==> config.mk <==
export PLATFORM = sky130hd
export DESIGN_NAME = cam_fb_writer
export DESIGN_NICKNAME = d
export VERILOG_FILES = /design/src/rtl/cam_fb_writer.sv
export SDC_FILE = /design/constraint.sdc
export NUM_CORES = 1
export LEC_CHECK = 0
export ABC_AREA = 1
export CAP_MARGIN = 15
export CORE_UTILIZATION = 64
export DETAILED_ROUTE_END_ITERATION = 10
export DONT_BUFFER_PORTS = 1
export MAX_ROUTING_LAYER = met4
export PLACE_DENSITY = 0.78
export SYNTH_ARGS = -nofsm -noshare
export SYNTH_HDL_FRONTEND = slang
export SYNTH_SLANG_ARGS = --single-unit
==> constraint.sdc <==
create_clock -name pclk -period 4.08 [get_ports pclk]
set_clock_uncertainty 0.2 [all_clocks]
set_input_delay 0.816 -clock pclk [delete_from_list [all_inputs] [get_ports pclk]]
set_output_delay 0.816 -clock pclk [all_outputs]
set_load 0.02 [all_outputs]
==> src/rtl/cam_fb_writer.sv <==
// Camera frame-buffer writer: filters capture-stage pixel strobes for one frame,
// computes linear addresses and queues them in a small FIFO drained by the memory.
//
// state  | meaning
// IDLE   | after reset, waiting for the first vsync high
// SYNC   | vertical blanking, waiting for vsync low to start a frame
// ACTIVE | capturing pixels into the write FIFO
// FLUSH  | frame ended, draining the FIFO before signalling frame_done
module cam_fb_writer #(
   parameter int H_ACTIVE   = 640,
   parameter int V_ACTIVE   = 480,
   parameter int FIFO_DEPTH = 4
) (
   input  logic        pclk,
   input  logic        reset,
   input  logic        cam_vsync,
   input  logic        wren,
   input  logic [9:0]  next_x,
   input  logic [9:0]  next_y,
   input  logic [17:0] rgb,
   input  logic        half_res,
   input  logic        mem_ready,
   output logic        mem_we,
   output logic [18:0] mem_addr,
   output logic [17:0] mem_data,
   output logic        frame_done,
   output logic        overflow,
   output logic [15:0] drop_count,
   output logic [7:0]  frame_count
);

   localparam int AW = (FIFO_DEPTH > 1) ? $clog2(FIFO_DEPTH) : 1;
   localparam int EW = 19 + 18;
   localparam logic [9:0]  H_LIM    = 10'(H_ACTIVE);
   localparam logic [9:0]  V_LIM    = 10'(V_ACTIVE);
   localparam logic [18:0] H_FULL   = 19'(H_ACTIVE);
   localparam logic [18:0] H_HALF   = 19'(H_ACTIVE / 2);
   localparam logic [AW:0] CNT_FULL = (AW + 1)'(FIFO_DEPTH);
   localparam logic [AW:0] CNT_ONE  = (AW + 1)'(1);
   localparam logic [AW-1:0] PTR_ONE = AW'(1);

   typedef enum logic [1:0] {
      IDLE   = 2'd0,
      SYNC   = 2'd1,
      ACTIVE = 2'd2,
      FLUSH  = 2'd3
   } state_t;

   state_t state, state_nxt;

   logic          half_lat;
   logic [EW-1:0] fifo_mem [FIFO_DEPTH];
   logic [AW-1:0] wr_ptr, rd_ptr;
   logic [AW:0]   fifo_cnt;
   logic          fifo_empty, fifo_full;
   logic [EW-1:0] head;

   logic          frame_start, flush_done;
   logic          pix_in_range, pix_decim_ok, accept;
   logic          push, pop, drop;
   logic [18:0]   addr_full, addr_half, push_addr;

   assign fifo_empty = (fifo_cnt == '0);
   assign fifo_full  = (fifo_cnt == CNT_FULL);
   assign head       = fifo_mem[rd_ptr];

   always_comb begin
      state_nxt   = state;
      frame_start = 1'b0;
      flush_done  = 1'b0;
      case (state)
         IDLE:   if (cam_vsync) state_nxt = SYNC;
         SYNC:   if (!cam_vsync) begin
                    state_nxt   = ACTIVE;
                    frame_start = 1'b1;
                 end
         ACTIVE: if (cam_vsync) state_nxt = FLUSH;
         FLUSH:  if (fifo_empty) begin
                    state_nxt  = SYNC;
                    flush_done = 1'b1;
                 end
         default: state_nxt = IDLE;
      endcase
   end

   always_comb begin
      pix_in_range = (next_x < H_LIM) && (next_y < V_LIM);
      pix_decim_ok = !half_lat || (!next_x[0] && !next_y[0]);
      accept       = (state == ACTIVE) && wren && pix_in_range && pix_decim_ok;
      addr_full    = 19'(next_y) * H_FULL + 19'(next_x);
      addr_half    = 19'(next_y[9:1]) * H_HALF + 19'(next_x[9:1]);
      push_addr    = half_lat ? addr_half : addr_full;
      pop          = !fifo_empty && mem_ready;
      // a full FIFO still takes the pixel when its head leaves in the same cycle
      push         = accept && (!fifo_full || pop);
      drop         = accept && !push;
   end

   always_ff @(posedge pclk) begin
      if (reset) begin
         state       <= IDLE;
         half_lat    <= 1'b0;
         wr_ptr      <= '0;
         rd_ptr      <= '0;
         fifo_cnt    <= '0;
         overflow    <= 1'b0;
         drop_count  <= '0;
         frame_count <= '0;
         frame_done  <= 1'b0;
      end else begin
         state      <= state_nxt;
         frame_done <= flush_done;
         if (flush_done) frame_count <= frame_count + 8'd1;
         if (frame_start) begin
            half_lat   <= half_res;
            overflow   <= 1'b0;
            drop_count <= '0;
         end else if (drop) begin
            overflow <= 1'b1;
            if (drop_count != 16'hFFFF) drop_count <= drop_count + 16'd1;
         end
         if (push) wr_ptr <= wr_ptr + PTR_ONE;
         if (pop)  rd_ptr <= rd_ptr + PTR_ONE;
         case ({push, pop})
            2'b10:   fifo_cnt <= fifo_cnt + CNT_ONE;
            2'b01:   fifo_cnt <= fifo_cnt - CNT_ONE;
            default: fifo_cnt <= fifo_cnt;
         endcase
      end
   end

   always_ff @(posedge pclk) begin
      if (push) fifo_mem[wr_ptr] <= {push_addr, rgb};
   end

   // storage is not reset, so the outputs are forced to zero when nothing is presented
   assign mem_we   = !fifo_empty && !reset;
   assign mem_addr = mem_we ? head[EW-1:18] : '0;
   assign mem_data = mem_we ? head[17:0]    : '0;

endmodule

==> metrics <==
CTS Buf Count 17; I/O pin total 108; CP Data Required Time 3.06 ns; crit-path max cell delay 0.49 ns; Seq cells post-synth 186; asr flop ratio synth 0%; setup TNS 0 ns; largest net degree at the start of global routing 75; CP max FO 27; Global Route met3 Usage 7.54%; # H-tree levels 4; initial antenna violation count 0; WHS Endpoint frame_count[7]; CP max stage cell nor2_1; Synth area leader edfxtp_1; Leak 0.00372 µW; worst r2r dst fifo_mem[0][3]; top cells by area, synth edfxtp_1, dfxtp_1, nor2_1; final hold vios 0; P&R area growth vs syn 8.06%; CTS tree yes; Max VDD drop 0.298 mV; relative slew slack 47.2%; # nets final 1063; worst path cell trace inv_1 > nand2_4 > inv_1 > nor2_1 > inv_2 > buf_4 > a21oi_1; core box area 13900 µm²; worst skew pair latency roughly 0.42 ns; layout cell share with drive strength beyond 1 8.34%; Die X 122 µm; GRT Total Usage 27.6%; CTS Hold Bufs 0; worst reg2reg path depth 6; HP Start reset; Arr. time, crit path 2.52 ns; gpl congestion 0.922; most used cell, CP inv_1; Critical Path Start Type register; Routed Wire Length 18800 µm; number of enable flip-flop cells after synthesis about 150; R2R Path Start half_lat; ANT nets after route 0; TritonCTS Sinks 186; RSZ-0062 raised after global routing false; DR vias/cell 5.57; vias in the first global route 6133; Syn. warnings 0; crit end category primary output; met2 usage between 40% and 50%; die outline area 14800 µm²; # port buffers 0; Core Rows 43; Post-DP Area 9400 µm²; Max clock buf depth 2; top_reg_cell synth edfxtp_1; Die H 122 µm; ratio of final minimum period to clock period 86.7%; number of diodes 0; Worst R2R Setup Slack 1.33 ns; syn avg cell area 9.27 µm²; Starting Density roughly 66%; Final Max Tran Viols 0; first-pass iteration count of the detailed router 5; gr ovfl total 0; grt met1 use a little over a third; class of the worst hold path in2reg; synthesized area 9180 µm²; # DRC 0; Syn Inst Count 990; WL per Instance ~16 µm; initial drt markers 630; top cell type's share of synthesized area between 40% and 50%; sequential fraction of the synthesis area 56.7%; setup bufs post-CTS 0; PwrDens 520 nW/µm²; slew of the pin with the lowest slew margin 0.793 ns; post-CTS resize count 0; Synth cell types 37; global routing's busiest layer met2; worst hold stages 1; cell area after layout 9920 µm²; status finished, final reports clean; clock root buffer clkbuf_16; DP HPWL between 10000 and 15000 µm; fmax ~280 MHz; Via Count 6542; clk slew on worst S/H paths about 0.07 ns; setup violators final 0; min cycle time layout 3.54 ns; max-cap viol count 0; Setup Crit Path Kind reg2out; Syn Nets ~1100; first-pass GRT wire length 30300 µm
worst max path at each step:
stage / from / to / slack, ns / depth (start not counted)
floorplan: next_x[8] / fifo_mem[0][0] / 0.43 / 5
global placement: next_y[1] / fifo_mem[0][36] / 0.83 / 12
detailed placement: reset / mem_addr[18] / 0.76 / 4
CTS: fifo_cnt[0] / mem_addr[10] / 0.53 / 7
global route: fifo_cnt[2] / mem_data[13] / 0.42 / 7
finish: fifo_cnt[2] / mem_addr[17] / 0.54 / 7
kinds of logic (layout without fill, tap and decap cells):
family | after synthesis | after routing | synth area share (%)
DFF | 186 | 186 | 56.7
xor gates and xnor gates | 18 | 18 | 1.72
buffers and inverters | 120 | 125 | 5.28
and+or+nand+nor | 444 | 444 | 20.2
AOI/OAI and AO/OA | 185 | 185 | 10.6
adders and majority gates | 37 | 37 | 5.45
layout by cell type, fill, tap and decap left out, types with 2 or more instances in the layout:
| cell type | netlist | layout |
|---|---|---|
| nor2_1 | 193 | 189 |
| nand2_1 | 169 | 169 |
| edfxtp_1 | 148 | 148 |
| o21ai_0 | 98 | 98 |
| inv_1 | 72 | 72 |
| a21oi_1 | 68 | 68 |
| nand3_1 | 41 | 41 |
| dfxtp_1 | 38 | 37 |
| ha_1 | 32 | 32 |
| clkbuf_16 | 0 | 17 |
| xor2_1 | 12 | 12 |
| nand2_2 | 11 | 11 |
| nand4_1 | 10 | 10 |
| a21oi_2 | 10 | 10 |
| inv_2 | 8 | 8 |
| nor2_4 | 2 | 6 |
| xnor2_1 | 6 | 6 |
| nor3_1 | 5 | 5 |
| fa_1 | 5 | 5 |
| clkinvlp_4 | 0 | 5 |
| buf_12 | 0 | 5 |
| clkinv_1 | 2 | 4 |
| o22ai_1 | 4 | 4 |
| buf_4 | 0 | 4 |
| nor2_2 | 3 | 3 |
| o21ai_1 | 3 | 3 |
| clkinv_2 | 0 | 3 |
| clkbuf_1 | 18 | 3 |
| clkinv_4 | 1 | 2 |
| nand2_4 | 2 | 2 |
| a22oi_1 | 2 | 2 |
| nor3_2 | 2 | 2 |
sequential cells by signal (all words and copies together) (netlist names), named ones only:
name	count
drop_count	16
half_lat	1
frame_done	1
rd_ptr	2
overflow	1
fifo_cnt	3
fifo_mem	148
wr_ptr	2
state	2
frame_count	8
metrics by stage:
step                utilization, %  cells  hold slack, ns  setup slack [ns]  power, µW
CTS                           71.2   1175           0.243             0.534       5170
finish                        71.2   1175           0.257             0.543       5160
global placement              67.5   1143           0.258             0.833       3710
detailed placement            67.5   1143           0.265             0.762       3750
floorplan                        -    990           0.236             0.430       3420
global route                  71.2   1175           0.237             0.417       5450
cell type report:
type                            count  area, µm²
Multi-Input combinational cell    684       3520
Fill cell                        1071       4020
Clock buffer                       20        437
Sequential cell                   186       5210
Inverter                           84        323
Clock inverter                     12       77.6
Tap cell                          180        225
Timing Repair Buffer                9        130
power breakdown:
part	switching, µW	internal [µW]
clock network	667	773
logic	1110	377
registers	59.5	2170
cell usage after synthesis (2+ instances only):
| master | number |
|---|---|
| a21oi_1 | 68 |
| a21oi_2 | 10 |
| a22oi_1 | 2 |
| buf_1 | 12 |
| buf_2 | 3 |
| buf_6 | 3 |
| clkbuf_1 | 18 |
| clkinv_1 | 2 |
| dfxtp_1 | 38 |
| edfxtp_1 | 148 |
| fa_1 | 5 |
| ha_1 | 32 |
| inv_1 | 72 |
| inv_2 | 8 |
| nand2_1 | 169 |
| nand2_2 | 11 |
| nand2_4 | 2 |
| nand3_1 | 41 |
| nand4_1 | 10 |
| nor2_1 | 193 |
| nor2_2 | 3 |
| nor2_4 | 2 |
| nor3_1 | 5 |
| nor3_2 | 2 |
| o21ai_0 | 98 |
| o21ai_1 | 3 |
| o22ai_1 | 4 |
| xnor2_1 | 6 |
| xor2_1 | 12 |
worst max-delay path, delay by kind of cell, from the launching register on:
kind | cells | cell delay, ns
DFF | 1 | 0.35
AOI/OAI and AO/OA | 1 | 0.44
buffers and inverters | 4 | 0.71
and+or+nand+nor | 2 | 0.60
metal layers:
layer	up-vias	part of all wire, %
li1	3316	-
met1	2976	45
met2	226	46
met3	24	7.8
met4	0	1.5
met5	-	0
Note: power is estimated with default switching activity, not from simulation.
